**src/rtl/imm_gen_pipe.sv**
```systemverilog
// Decode-stage immediate generator: decodes RV base formats into an XLEN-wide
// immediate and buffers results in a 2-entry elastic FIFO with illegal-opcode counting.
module imm_gen_pipe #(
  parameter int XLEN  = 32,
  parameter int CNT_W = 8
) (
  input  logic             clk,
  input  logic             rst_n,
  input  logic             in_valid,
  output logic             in_ready,
  input  logic [31:0]      in_instr,
  input  logic             sign_ext,
  input  logic             flush,
  output logic             out_valid,
  input  logic             out_ready,
  output logic [XLEN-1:0]  out_imm,
  output logic [2:0]       out_fmt,
  output logic [CNT_W-1:0] ill_cnt
);

  localparam logic [2:0] FMT_R   = 3'd0;
  localparam logic [2:0] FMT_I   = 3'd1;
  localparam logic [2:0] FMT_S   = 3'd2;
  localparam logic [2:0] FMT_B   = 3'd3;
  localparam logic [2:0] FMT_U   = 3'd4;
  localparam logic [2:0] FMT_J   = 3'd5;
  localparam logic [2:0] FMT_ILL = 3'd7;

  logic [31:0]     raw32;
  logic            fill;
  logic [2:0]      dec_fmt;
  logic [XLEN-1:0] dec_imm;

  logic [XLEN-1:0] imm_mem [2];
  logic [2:0]      fmt_mem [2];
  logic            wr_ptr;
  logic            rd_ptr;
  logic [1:0]      count;
  logic            push;
  logic            pop;

  // Every format's field MSB is instr[31], so one fill bit serves all signed formats.
  always_comb begin
    dec_fmt = FMT_ILL;
    raw32   = 32'd0;
    fill    = sign_ext & in_instr[31];
    case (in_instr[6:0])
      7'b0010011: begin
        dec_fmt = FMT_I;
        if (in_instr[13:12] == 2'b01) begin
          fill  = 1'b0;
          raw32 = {26'd0, ((XLEN == 64) ? in_instr[25] : 1'b0), in_instr[24:20]};
        end else begin
          raw32 = {{20{fill}}, in_instr[31:20]};
        end
      end
      7'b0000011, 7'b1100111: begin
        dec_fmt = FMT_I;
        raw32   = {{20{fill}}, in_instr[31:20]};
      end
      7'b0100011: begin
        dec_fmt = FMT_S;
        raw32   = {{20{fill}}, in_instr[31:25], in_instr[11:7]};
      end
      7'b1100011: begin
        dec_fmt = FMT_B;
        raw32   = {{19{fill}}, in_instr[31], in_instr[7], in_instr[30:25], in_instr[11:8], 1'b0};
      end
      7'b0110111, 7'b0010111: begin
        dec_fmt = FMT_U;
        raw32   = {in_instr[31:12], 12'd0};
      end
      7'b1101111: begin
        dec_fmt = FMT_J;
        raw32   = {{11{fill}}, in_instr[31], in_instr[19:12], in_instr[20], in_instr[30:21], 1'b0};
      end
      7'b0110011: begin
        dec_fmt = FMT_R;
        fill    = 1'b0;
      end
      default: begin
        dec_fmt = FMT_ILL;
        fill    = 1'b0;
      end
    endcase
  end

  // Widen the 32-bit field to XLEN, replicating the fill bit above bit 31.
  always_comb begin
    dec_imm = '0;
    for (int i = 0; i < XLEN; i++) begin
      if (i < 32) begin
        dec_imm[i] = raw32[i % 32];
      end else begin
        dec_imm[i] = fill;
      end
    end
  end

  assign in_ready  = rst_n && (count != 2'd2) && !flush;
  assign out_valid = (count != 2'd0);
  assign push      = in_valid && in_ready;
  assign pop       = out_valid && out_ready;
  assign out_imm   = out_valid ? imm_mem[rd_ptr] : '0;
  assign out_fmt   = out_valid ? fmt_mem[rd_ptr] : 3'd0;

  // FIFO storage, pointers and occupancy; flush wins over push and pop.
  always_ff @(posedge clk) begin
    if (!rst_n) begin
      imm_mem[0] <= '0;
      imm_mem[1] <= '0;
      fmt_mem[0] <= 3'd0;
      fmt_mem[1] <= 3'd0;
      wr_ptr     <= 1'b0;
      rd_ptr     <= 1'b0;
      count      <= 2'd0;
    end else if (flush) begin
      wr_ptr <= 1'b0;
      rd_ptr <= 1'b0;
      count  <= 2'd0;
    end else begin
      if (push) begin
        imm_mem[wr_ptr] <= dec_imm;
        fmt_mem[wr_ptr] <= dec_fmt;
        wr_ptr          <= ~wr_ptr;
      end
      if (pop) begin
        rd_ptr <= ~rd_ptr;
      end
      case ({push, pop})
        2'b10:   count <= count + 2'd1;
        2'b01:   count <= count - 2'd1;
        default: count <= count;
      endcase
    end
  end

  // Saturating illegal-opcode counter; only reset clears it.
  always_ff @(posedge clk) begin
    if (!rst_n) begin
      ill_cnt <= '0;
    end else if (push && (dec_fmt == FMT_ILL) && (ill_cnt != {CNT_W{1'b1}})) begin
      ill_cnt <= ill_cnt + {{(CNT_W-1){1'b0}}, 1'b1};
    end else begin
      ill_cnt <= ill_cnt;
    end
  end

endmodule

```
**config.mk**
```make
export PLATFORM = sky130hd
export DESIGN_NAME = imm_gen_pipe
export DESIGN_NICKNAME = d
export VERILOG_FILES = /design/src/rtl/imm_gen_pipe.sv
export SDC_FILE = /design/constraint.sdc
export NUM_CORES = 1
export LEC_CHECK = 0
export ABC_CLOCK_PERIOD_IN_PS = 6220
export CAP_MARGIN = 15
export CELL_PAD_IN_SITES_DETAIL_PLACEMENT = 0
export CELL_PAD_IN_SITES_GLOBAL_PLACEMENT = 1
export CORE_MARGIN = 2
export CORE_UTILIZATION = 35
export DETAILED_ROUTE_END_ITERATION = 12
export GPL_ROUTABILITY_DRIVEN = 0
export GPL_TIMING_DRIVEN = 0
export MAX_ROUTING_LAYER = met4
export PLACE_DENSITY = 0.78
export SLEW_MARGIN = 20
export SYNTH_ARGS = -nofsm -noshare
export SYNTH_HDL_FRONTEND = slang
export SYNTH_SLANG_ARGS = --single-unit
```
**constraint.sdc**
```tcl
create_clock -name clk -period 6.22 [get_ports clk]
set_input_delay 1.244 -clock clk [delete_from_list [all_inputs] [get_ports clk]]
set_output_delay 1.244 -clock clk [all_outputs]
set_load 0.02 [all_outputs]
```
==> impl_metrics.toml <==
[outcome]
run_status = "complete, but fails checks"
failed_checks = "DRC"

[yosys]
synth_top_area_cell = "edfxtp_1"
yosys_most_used_dff = "edfxtp_1"
netlist.area_leader.share_pct = 50.6
postSynth.asyncResetShare_pct = 0
edff_count_synth = 70
synthesis.instances = 375
post_synthesis_cell_area_um2 = 4150
synth_nets = 415
synth.area.mux_share_pct = 9.88
post_synth_fa_ha_maj_area_fraction_pct = 0.603
synth_sequential_area_ratio_pct = 56.9
largest_family_of_logic_cells_by_synthesized_area = "simple AND/OR/NAND/NOR gates"
ys.warnings.count = 0
post_synth_xor_area_fraction_pct = 0.844
synth_area_leaders = "edfxtp_1 51%, mux2i_1 9.9%, nor2_1 7.1%, a21o_1 6.5%, dfxtp_1 6.3%"
yosys.area_share.simple_pct = 18.0
synth_seq_cells = 83
yosysUniqueCellTypes = 45
postSynthAreaPerCell_um2 = 11.1
synth_compound_area_share_pct = 11.2

[power]
p_per_cell_area_nw_per_um2 = 221
static_leakage_nw = 2.14
max_vdd_drop_mv = 0.151
power.total_mw = 1.21

[die]
design.core.area_um2 = 11500
io_pins = 83
floorplan.rows = 39
die_area_um2 = 12800
die_w_um = 113
chipHeight_um = 113
initial_utilization_pct = 36.1

[cts]
clkTransAtPathRegs_ns = 0.06
clock_tree.htree_level_count = 3
cts_repair_resize_count = 0
cts_hold_fix_bufs = 0
clk_root_buffer_cell = "clkbuf_16"
numClockSinks = 83
cts_tree = "done"
worst_skew_pair.late_latency_ns = 0.33
cts.repair_timing.setup_buffer_count = 0
ctsLongestPathBuffers = 2
tritoncts.num_buffers = 9

[final_layout]
final_cell_mix = "80 x clkdlybuf4s50_1, 79 x nor2_1, 70 x edfxtp_1"
drive_above_1_share_pct = 5.92
area_growth_pct = 31.3
antenna_cells_inserted = 0
final_nets = 508
layout.cells.most_common = "clkdlybuf4s50_1"
fillCellCount = 1092
finalCoreUtilization_pct = 47.4

[drt]
met2_length_um = 4900
drt_drc_violations_left = 5
route.layer.met1.wl_um = 4310
detailroute.via_count = 3105
route.final.wire_length_um = 9850
drt_antenna_net_count = 0
detail_route.wl_per_cell_um = 16.0
viasPerCell = 5.04
route.met3.wl_um = 447
route.top_layer_used = "met4"
detailedRoute.firstIterationViolations = 245
first_drt_pass_iteration_count = 8

[global_routing]
grt_pass1_vias = 3169
global_route_total_overflow = 0
maximum_number_of_pins_on_one_net_before_global_route_repair = 22
gr-usage-all-layers_pct = 16.2
antenna_found_initial = 0
grt_pass1_wl_um = 15700

[setup_path]
worst_setup_path_start_kind = "flip-flop"
worst_ep_required_time_ns = 4.98
timing.reg2reg.setup_slack_ns = 3.70
critical_path.endpoint_type = "primary output"
timing.critical_path.fanout_max = 10
worstSetupPathType = "flip-flop to primary output"
timing.critical_path.arrival_ns = 2.63

[placed_design]
dp_hpwl_um = 7140
dp_worst_setup_slack_ns = 2.30
buffer_ports.inserted = 80

[run]
max_cap_viol_count = 0

[sta]
setup_violations = 0
skew_ns = 0.00950
worst-slew-pin-transition_ns = 0.843
final_max_slew_viol_count = 0
hold_violations = 0
finalSetupTns_ns = 0
relSlewSlack_pct = 42.4
max_freq_mhz = 258
post-route-worst-setup-slack_ns = 2.35
finalCritPeriodShare_pct = 62.2
rsz0062_at_grt = "no"
finalWorstPathRequiredPeriod_ns = 3.87

[hold_path]
holdCritPathClass = "flip-flop to flip-flop"
==> per-stage QoR <==
step	hold slack (ns)	cell area, um^2	instances
detailed placement	0.471	5190	600
CTS	0.478	5450	616
floorplan	0.444	4150	375
finish	0.474	5450	616
global placement	0.451	5130	598
global route	0.499	5450	616
==> cells in the mapped netlist (5+ instances only) <==
library cell,count
nor2_1,79
mux2i_1,41
clkbuf_1,11
edfxtp_1,70
and2_1,16
a21o_1,36
nor3_1,6
o21ai_0,5
buf_2,5
dfxtp_1,13
nand2b_1,7
nand2_1,23
a21oi_1,6
a22oi_1,5
==> final cells by class <==
type | instances | area, um^2 | share of cell area [%]
Clock inverter | 5 | 28.8 | 0.528
Multi-Input combinational cell | 267 | 1690 | 31.0
Buffer | 20 | 85.1 | 1.56
Timing Repair Buffer | 82 | 856 | 15.7
Tap cell | 143 | 179 | 3.28
Sequential cell | 83 | 2360 | 43.3
Clock buffer | 11 | 233 | 4.27
Inverter | 5 | 18.8 | 0.344
==> power by group <==
| group | internal, mW | total (mW) | switching, mW |
|---|---|---|---|
| sequential | 0.622 | 0.628 | 0.00580 |
| clock | 0.269 | 0.471 | 0.203 |
| combinational | 0.0482 | 0.106 | 0.0576 |
==> critical path, cell delays in order, from the launching register on <==
cell and delay, ns:
dfxtp_1 0.30, clkbuf_1 0.41, buf_1 0.63, mux2i_1 0.17, nor2_1 0.16, clkdlybuf4s50_1 0.63
==> kinds of logic after synthesis <==
| family | Yosys count |
|---|---|
| AND/OR/NAND/NOR | 157 |
| adder cells (fa/ha/maj) | 2 |
| flip-flops | 83 |
| AO/OA/AOI/OAI | 63 |
| multiplexers | 41 |
| XOR/XNOR | 4 |
| buffers and inverters | 25 |
==> sequential cells by signal (all words and copies together), names as in the netlist, named ones only <==
register,cells
rd_ptr,1
wr_ptr,1
ill_cnt,8
imm_mem,64
fmt_mem,6
count,2
==> worst paths after layout <==
path              cells past startpoint                           end                   from
setup / recovery                      5                    out_fmt[1]              flip-flop
hold / removal                        2           wr_ptr$_SDFFE_PP0P_    wr_ptr$_SDFFE_PP0P_
setup reg to reg                      7  imm_mem[0][11]$_SDFFCE_PN0P_  count[0]$_SDFFE_PP0P_
hold reg to reg                       2           wr_ptr$_SDFFE_PP0P_    wr_ptr$_SDFFE_PP0P_
==> layer usage <==
metal	vias to the layer above	global-route usage, %
met5	-	-
met2	94	27.1
li1	1538	-
met1	1461	20.2
met3	12	2.20
met4	0	6.34
Note: power is estimated with default switching activity, not from simulation.
